`src/rtl/execute_stage.sv`:
```
// execute_stage: execute/writeback stage that sits behind the register file.
// Single-cycle ALU ops (ADD, SUB, AND, OR, XOR, SHL, SHR) write back on the
// cycle after accept; MUL runs a shift-add loop, one multiplier bit per
// cycle, and writes back after WIDTH iterations. Operands are forwarded
// from the result currently on the write port to cover back-to-back
// read-after-write hazards.
//
// Handshake: `start` is a request that is accepted on a rising clock edge
// only when `ready` is 1 at that edge. A `start` seen while `ready` is 0 is
// dropped (no queuing). Each accepted op produces exactly one one-cycle
// `writeEn` pulse carrying `dest`/`data`/`carry`.
module execute_stage #(
    parameter int WIDTH = 8,
    parameter int AW    = 3,
    localparam int CW   = (WIDTH > 1) ? $clog2(WIDTH) : 1
) (
    input  logic             clk,
    input  logic             reset,
    input  logic             start,
    input  logic [2:0]       op,
    input  logic [AW-1:0]    rsAddr,
    input  logic [AW-1:0]    rdAddr,
    input  logic [WIDTH-1:0] rsVal,
    input  logic [WIDTH-1:0] rdVal,
    input  logic [AW-1:0]    destIn,
    output logic             ready,
    output logic             writeEn,
    output logic [AW-1:0]    dest,
    output logic [WIDTH-1:0] data,
    output logic             carry,
    output logic             dbgState,
    output logic [CW-1:0]    dbgCount
);

    localparam logic [2:0] OP_ADD = 3'b000;
    localparam logic [2:0] OP_SUB = 3'b001;
    localparam logic [2:0] OP_AND = 3'b010;
    localparam logic [2:0] OP_OR  = 3'b011;
    localparam logic [2:0] OP_XOR = 3'b100;
    localparam logic [2:0] OP_SHL = 3'b101;
    localparam logic [2:0] OP_SHR = 3'b110;
    localparam logic [2:0] OP_MUL = 3'b111;

    localparam logic [CW-1:0] LAST_ITER = CW'(WIDTH - 1);

    typedef enum logic {
        S_IDLE = 1'b0,
        S_MUL  = 1'b1
    } state_t;

    state_t state, state_next;

    // Multiply working registers
    logic [2*WIDTH-1:0] mcand;
    logic [WIDTH-1:0]   mplier;
    logic [2*WIDTH-1:0] acc;
    logic [CW-1:0]      cnt;
    logic [AW-1:0]      mul_dest;

    // Forwarded operands and accept strobe
    logic [WIDTH-1:0] op_a;
    logic [WIDTH-1:0] op_b;
    logic             accept;
    logic             last_iter;
    logic [2*WIDTH-1:0] mul_sum;

    // ALU result for the single-cycle ops
    logic [WIDTH-1:0] alu_res;
    logic             alu_c;
    logic [WIDTH:0]   sum_ext;
    logic [WIDTH:0]   diff_ext;
    logic [WIDTH:0]   shl_ext;
    logic [WIDTH:0]   shr_ext;
    logic [2:0]       shamt;

    // Operand selection: the result on the write port this cycle is the one
    // the register file writes on the accepting edge, so it wins over the
    // (stale) register file output.
    always_comb begin
        op_a      = (writeEn && (dest == rsAddr)) ? data : rsVal;
        op_b      = (writeEn && (dest == rdAddr)) ? data : rdVal;
        accept    = start && ready;
        last_iter = (cnt == LAST_ITER);
        mul_sum   = acc + (mplier[0] ? mcand : '0);
    end

    // Single-cycle ALU. Shifts carry out the last bit that left the word:
    // the extra bit of the widened vector holds exactly that bit, and is 0
    // when the shift amount is 0.
    always_comb begin
        shamt    = op_b[2:0];
        sum_ext  = {1'b0, op_a} + {1'b0, op_b};
        diff_ext = {1'b0, op_a} - {1'b0, op_b};
        shl_ext  = {1'b0, op_a} << shamt;
        shr_ext  = {op_a, 1'b0} >> shamt;
        alu_res  = '0;
        alu_c    = 1'b0;
        case (op)
            OP_ADD: begin
                alu_res = sum_ext[WIDTH-1:0];
                alu_c   = sum_ext[WIDTH];
            end
            OP_SUB: begin
                alu_res = diff_ext[WIDTH-1:0];
                alu_c   = diff_ext[WIDTH];
            end
            OP_AND: alu_res = op_a & op_b;
            OP_OR:  alu_res = op_a | op_b;
            OP_XOR: alu_res = op_a ^ op_b;
            OP_SHL: begin
                alu_res = shl_ext[WIDTH-1:0];
                alu_c   = shl_ext[WIDTH];
            end
            OP_SHR: begin
                alu_res = shr_ext[WIDTH:1];
                alu_c   = shr_ext[0];
            end
            default: begin
                alu_res = '0;
                alu_c   = 1'b0;
            end
        endcase
    end

    // State register
    always_ff @(posedge clk or posedge reset) begin
        if (reset) begin
            state <= S_IDLE;
        end else begin
            state <= state_next;
        end
    end

    // Next-state logic: MUL occupies the stage until its last iteration
    always_comb begin
        state_next = state;
        case (state)
            S_IDLE: begin
                if (accept && (op == OP_MUL)) begin
                    state_next = S_MUL;
                end
            end
            S_MUL: begin
                if (last_iter) begin
                    state_next = S_IDLE;
                end
            end
            default: state_next = S_IDLE;
        endcase
    end

    // FSM outputs: ready only while idle; state and counter exposed for debug
    always_comb begin
        ready    = (state == S_IDLE);
        dbgState = state;
        dbgCount = cnt;
    end

    // Datapath: operand capture, multiply iterations and the write port.
    // dest/data/carry only change on the edge that raises writeEn.
    always_ff @(posedge clk or posedge reset) begin
        if (reset) begin
            writeEn  <= 1'b0;
            dest     <= '0;
            data     <= '0;
            carry    <= 1'b0;
            mcand    <= '0;
            mplier   <= '0;
            acc      <= '0;
            cnt      <= '0;
            mul_dest <= '0;
        end else begin
            writeEn <= 1'b0;
            if (state == S_IDLE) begin
                if (accept) begin
                    if (op == OP_MUL) begin
                        mcand    <= {{WIDTH{1'b0}}, op_a};
                        mplier   <= op_b;
                        acc      <= '0;
                        cnt      <= '0;
                        mul_dest <= destIn;
                    end else begin
                        writeEn <= 1'b1;
                        dest    <= destIn;
                        data    <= alu_res;
                        carry   <= alu_c;
                    end
                end
            end else begin
                if (last_iter) begin
                    writeEn <= 1'b1;
                    dest    <= mul_dest;
                    data    <= mul_sum[WIDTH-1:0];
                    carry   <= |mul_sum[2*WIDTH-1:WIDTH];
                    cnt     <= '0;
                end else begin
                    acc    <= mul_sum;
                    mcand  <= mcand << 1;
                    mplier <= mplier >> 1;
                    cnt    <= cnt + 1'b1;
                end
            end
        end
    end

endmodule
```
`config.mk`:
```
export PLATFORM = sky130hd
export DESIGN_NAME = execute_stage
export DESIGN_NICKNAME = d
export VERILOG_FILES = /design/src/rtl/execute_stage.sv
export SDC_FILE = /design/constraint.sdc
export NUM_CORES = 1
export LEC_CHECK = 0
export ABC_AREA = 1
export BUFFER_PORTS_ARGS = -buffer_cell sky130_fd_sc_hd__buf_2
export CAP_MARGIN = 30
export CORE_MARGIN = 3
export CORE_UTILIZATION = 57
export CTS_BUF_LIST = sky130_fd_sc_hd__clkbuf_4 sky130_fd_sc_hd__clkbuf_8
export DETAILED_ROUTE_END_ITERATION = 7
export MAX_ROUTING_LAYER = met4
export PLACE_DENSITY = 0.84
export SLEW_MARGIN = 5
export SYNTH_ARGS = -nofsm -noshare
export SYNTH_HDL_FRONTEND = slang
export SYNTH_SLANG_ARGS = --single-unit
```
`constraint.sdc`:
```
create_clock -name clk -period 2.8 [get_ports clk]
set_input_delay 0.42 -clock clk [delete_from_list [all_inputs] [get_ports clk]]
set_output_delay 0.42 -clock clk [all_outputs]
set_load 0.01 [all_outputs]
```
==> reports/results.tsv <==
metric	value	unit
RSZ-0062 raised after global routing	yes	
startpoint types	flop	
routed wire length	18930	um
gr usage total	35.43	%
hold_ws	43.71	ps
vias in the first global route	5733	
multi-input logic area	3686	um^2
Die X	103.1	um
Synth Register Bits	60	
syn nets	902	
Routed WL per cell	17.92	um
register-to-register setup slack	-20	ps
aggregate global routing overflow	0	
CTS Sinks	60	
worst r2r dst	data[1]	
Hold Path Class	input port to async pin	
Iter 0 DRT Violations	575	
failing checks	setup timing	
Final HPWL DP	13780	um
WL met3	1817	um
CTS H-tree depth	3	
power density over the cells	851.4	nW/um^2
TritonCTS clock tree	yes	
Syn-to-layout area delta	28.32	%
final setup violation count	1	
met2 WL	8462	um
Leak	3.692	nW
initial antenna violation count	0	
Worst EP arrival	3030	ps
Required @ worst endpoint	3010	ps
largest net degree at the start of global routing	38	
Final GP Congestion	1.095	
kind of critical path	flop to flop	
placed cell count	1023	
worst-path cell chain	inv_2 -> nand2_2 -> nand2_2 -> nor2_4 -> nand2_2 -> buf_4 -> nand2_1 -> nand2_1 -> inv_2 -> buf_4 -> fa_2 -> nand2_1 -> o21ai_0 -> nor3_1 -> buf_4 -> nand4_1 -> nand2_1 -> a21oi_1	
final worst slack	-17.55	ps
Fillers	677	
clk slew on worst S/H paths	80	ps
Worst Setup End Kind	flop	
Non-Filler Instances	1056	
Power, Total	5.865	mW
R2R depth	18	
Avg Vias per Cell	5.938	
final hold viol count	0	
register area share after synthesis	27.97	%
DRC viols	0	
IO Port Bufs	48	
antenna cell count	0	
Final min period	2818	ps
Reg-to-Reg Start	dest[2]	
most frequent cells in the layout	nand2_1 (222), inv_1 (101), buf_4 (76)	
fin crit share	100.6	%
clock skew	15.67	ps
Starting Density	60.10	%
Max-cap violations	0	
DR vias	6270	
total core area	8934	um^2
Pins Over Slew Limit	0	
Crit path depth	18	
register area	1503	um^2
Die Height	103.1	um
Synth cell types	39	
worst setup path endpoint	data[1]	
Worst-Skew Late Latency	350	ps
CTS buffer count	9	
clock root buffer	clkbuf_8	
max_slew headroom	46.52	%
share of layout cells above drive strength 1	25.53	%
leading cell type in the layout, fill and taps excluded	nand2_1	
met1 wire length	8015	um
post-synthesis cell count	826	
final core utilization	77.11	%
Post-Syn Area	5369	um^2
Max stage delay on crit path	430	ps
outcome	complete, but fails checks	
Rows	34	
top-level I/O count	49	
Peak VDD IR	1.121	mV
DR pass1 iterations	5	
full die area	10620	um^2
Least-Margin Pin Slew	800.3	ps
Max Fanout on Critical Path	6	
Ys Warns	0	
first-pass GRT wire length	28260	um
critical path's slowest cell	fa_2	
Post-DRT Antenna Nets	0	
CTS Buffer Depth	2	
Avg Inst Size Synth	6.500	um^2
highest routed metal layer	met4	
critical path's top delay family	simple AND/OR/NAND/NOR gates	
cell mode on critical path	nand2_1	
CP Launch Point	dest[2]	
fin nets	1019	
f_max	354.9	MHz
Buf/Inv on CP	5	
[worst min path at each step]
stage               from   endpoint  slack [ps]  depth (start not counted)
6_report           reset     acc[5]          40                          2
5_1_grt            reset     acc[4]          50                          2
4_1_cts            reset    acc[10]          50                          2
3_5_place_dp       reset    acc[10]         440                          2
3_3_place_gp       reset     acc[5]         440                          2
2_1_floorplan  mplier[7]  mplier[7]         450                          2
[Yosys cell counts, drive strengths merged]
library cell / number / share of area [%]
o221ai: 4 / 0.65
clkbuf: 18 / 1.3
nand3b: 4 / 0.56
or2: 1 / 0.12
a221oi: 2 / 0.33
ha: 42 / 9.8
o21bai: 2 / 0.28
a22o: 2 / 0.33
dfrtp: 60 / 28
a21oi: 58 / 5.5
inv: 113 / 7.9
buf: 10 / 1.2
nand4: 7 / 0.82
nand2: 247 / 18
o21a: 2 / 0.28
xnor2: 5 / 0.82
o2bb2ai: 1 / 0.16
nor3: 6 / 0.56
nand3: 70 / 6.5
nor2: 64 / 4.7
xor2: 4 / 0.65
o22ai: 15 / 1.7
a21o: 3 / 0.42
fa: 3 / 1.1
a21boi: 1 / 0.14
o211ai: 9 / 1.3
o21ai: 71 / 7.1
o2111ai: 2 / 0.33
[flip-flops by register name (all words and copies together) (netlist names), 3 cells and up]
register / cells
mcand: 16
acc: 16
dest: 3
mplier: 8
dbgCount: 3
data: 8
mul_dest: 3
[area by class of cell]
| cell class | count | area share [%] |
|---|---|---|
| flip-flops and latches | 60 | 21.81 |
| well taps | 108 | 1.962 |
| inverters | 113 | 6.157 |
| repair buffers | 133 | 13.49 |
| clock buffers | 11 | 2.198 |
| clock inverters | 5 | 0.8718 |
| multi-input cells | 626 | 53.51 |
[repair_timing]
| item | 4_1_cts | 5_1_grt |
|---|---|---|
| setup endpoints to repair | 8 | 8 |
| resized for setup | 25 | 92 |
| hold buffers | 0 | 0 |
| buffers inserted | 2 | 14 |
| gates cloned | 1 | 0 |
| pin swaps | 3 | 25 |
[per-layer routing]
layer	GRT usage, %	vias up
li1	-	2946
met1	48.32	2898
met2	53.33	356
met3	7.848	70
met4	9.363	0
met5	-	-
[stage by stage]
step | setup slack, ps | cell area [um^2] | setup TNS, ps
2_1_floorplan | 2.127 | 5369 | 0
3_3_place_gp | -198.7 | 6145 | -879.1
3_5_place_dp | -246.4 | 6145 | -1540
4_1_cts | -24.41 | 6462 | -29.54
5_1_grt | -190.7 | 6889 | -1239
6_report | -17.55 | 6889 | -17.55
[cells by family (layout without fill, tap and decap cells)]
| group | after synthesis | after routing | synth area share [%] |
|---|---|---|---|
| flip-flops | 60 | 60 | 27.97 |
| adder cells (fa/ha/maj) | 45 | 45 | 10.91 |
| AND/OR/NAND/NOR | 399 | 400 | 30.79 |
| buffers and inverters | 141 | 262 | 10.37 |
| AO/OA/AOI/OAI | 172 | 172 | 18.50 |
| XOR/XNOR | 9 | 9 | 1.468 |
[power by group]
| group | switching [mW] | total, mW | internal [mW] |
|---|---|---|---|
| clock | 0.382 | 0.842 | 0.459 |
| combinational | 2.14 | 3.51 | 1.37 |
| sequential | 0.307 | 1.51 | 1.21 |
No activity file was read; power rests on OpenSTA's default activity.
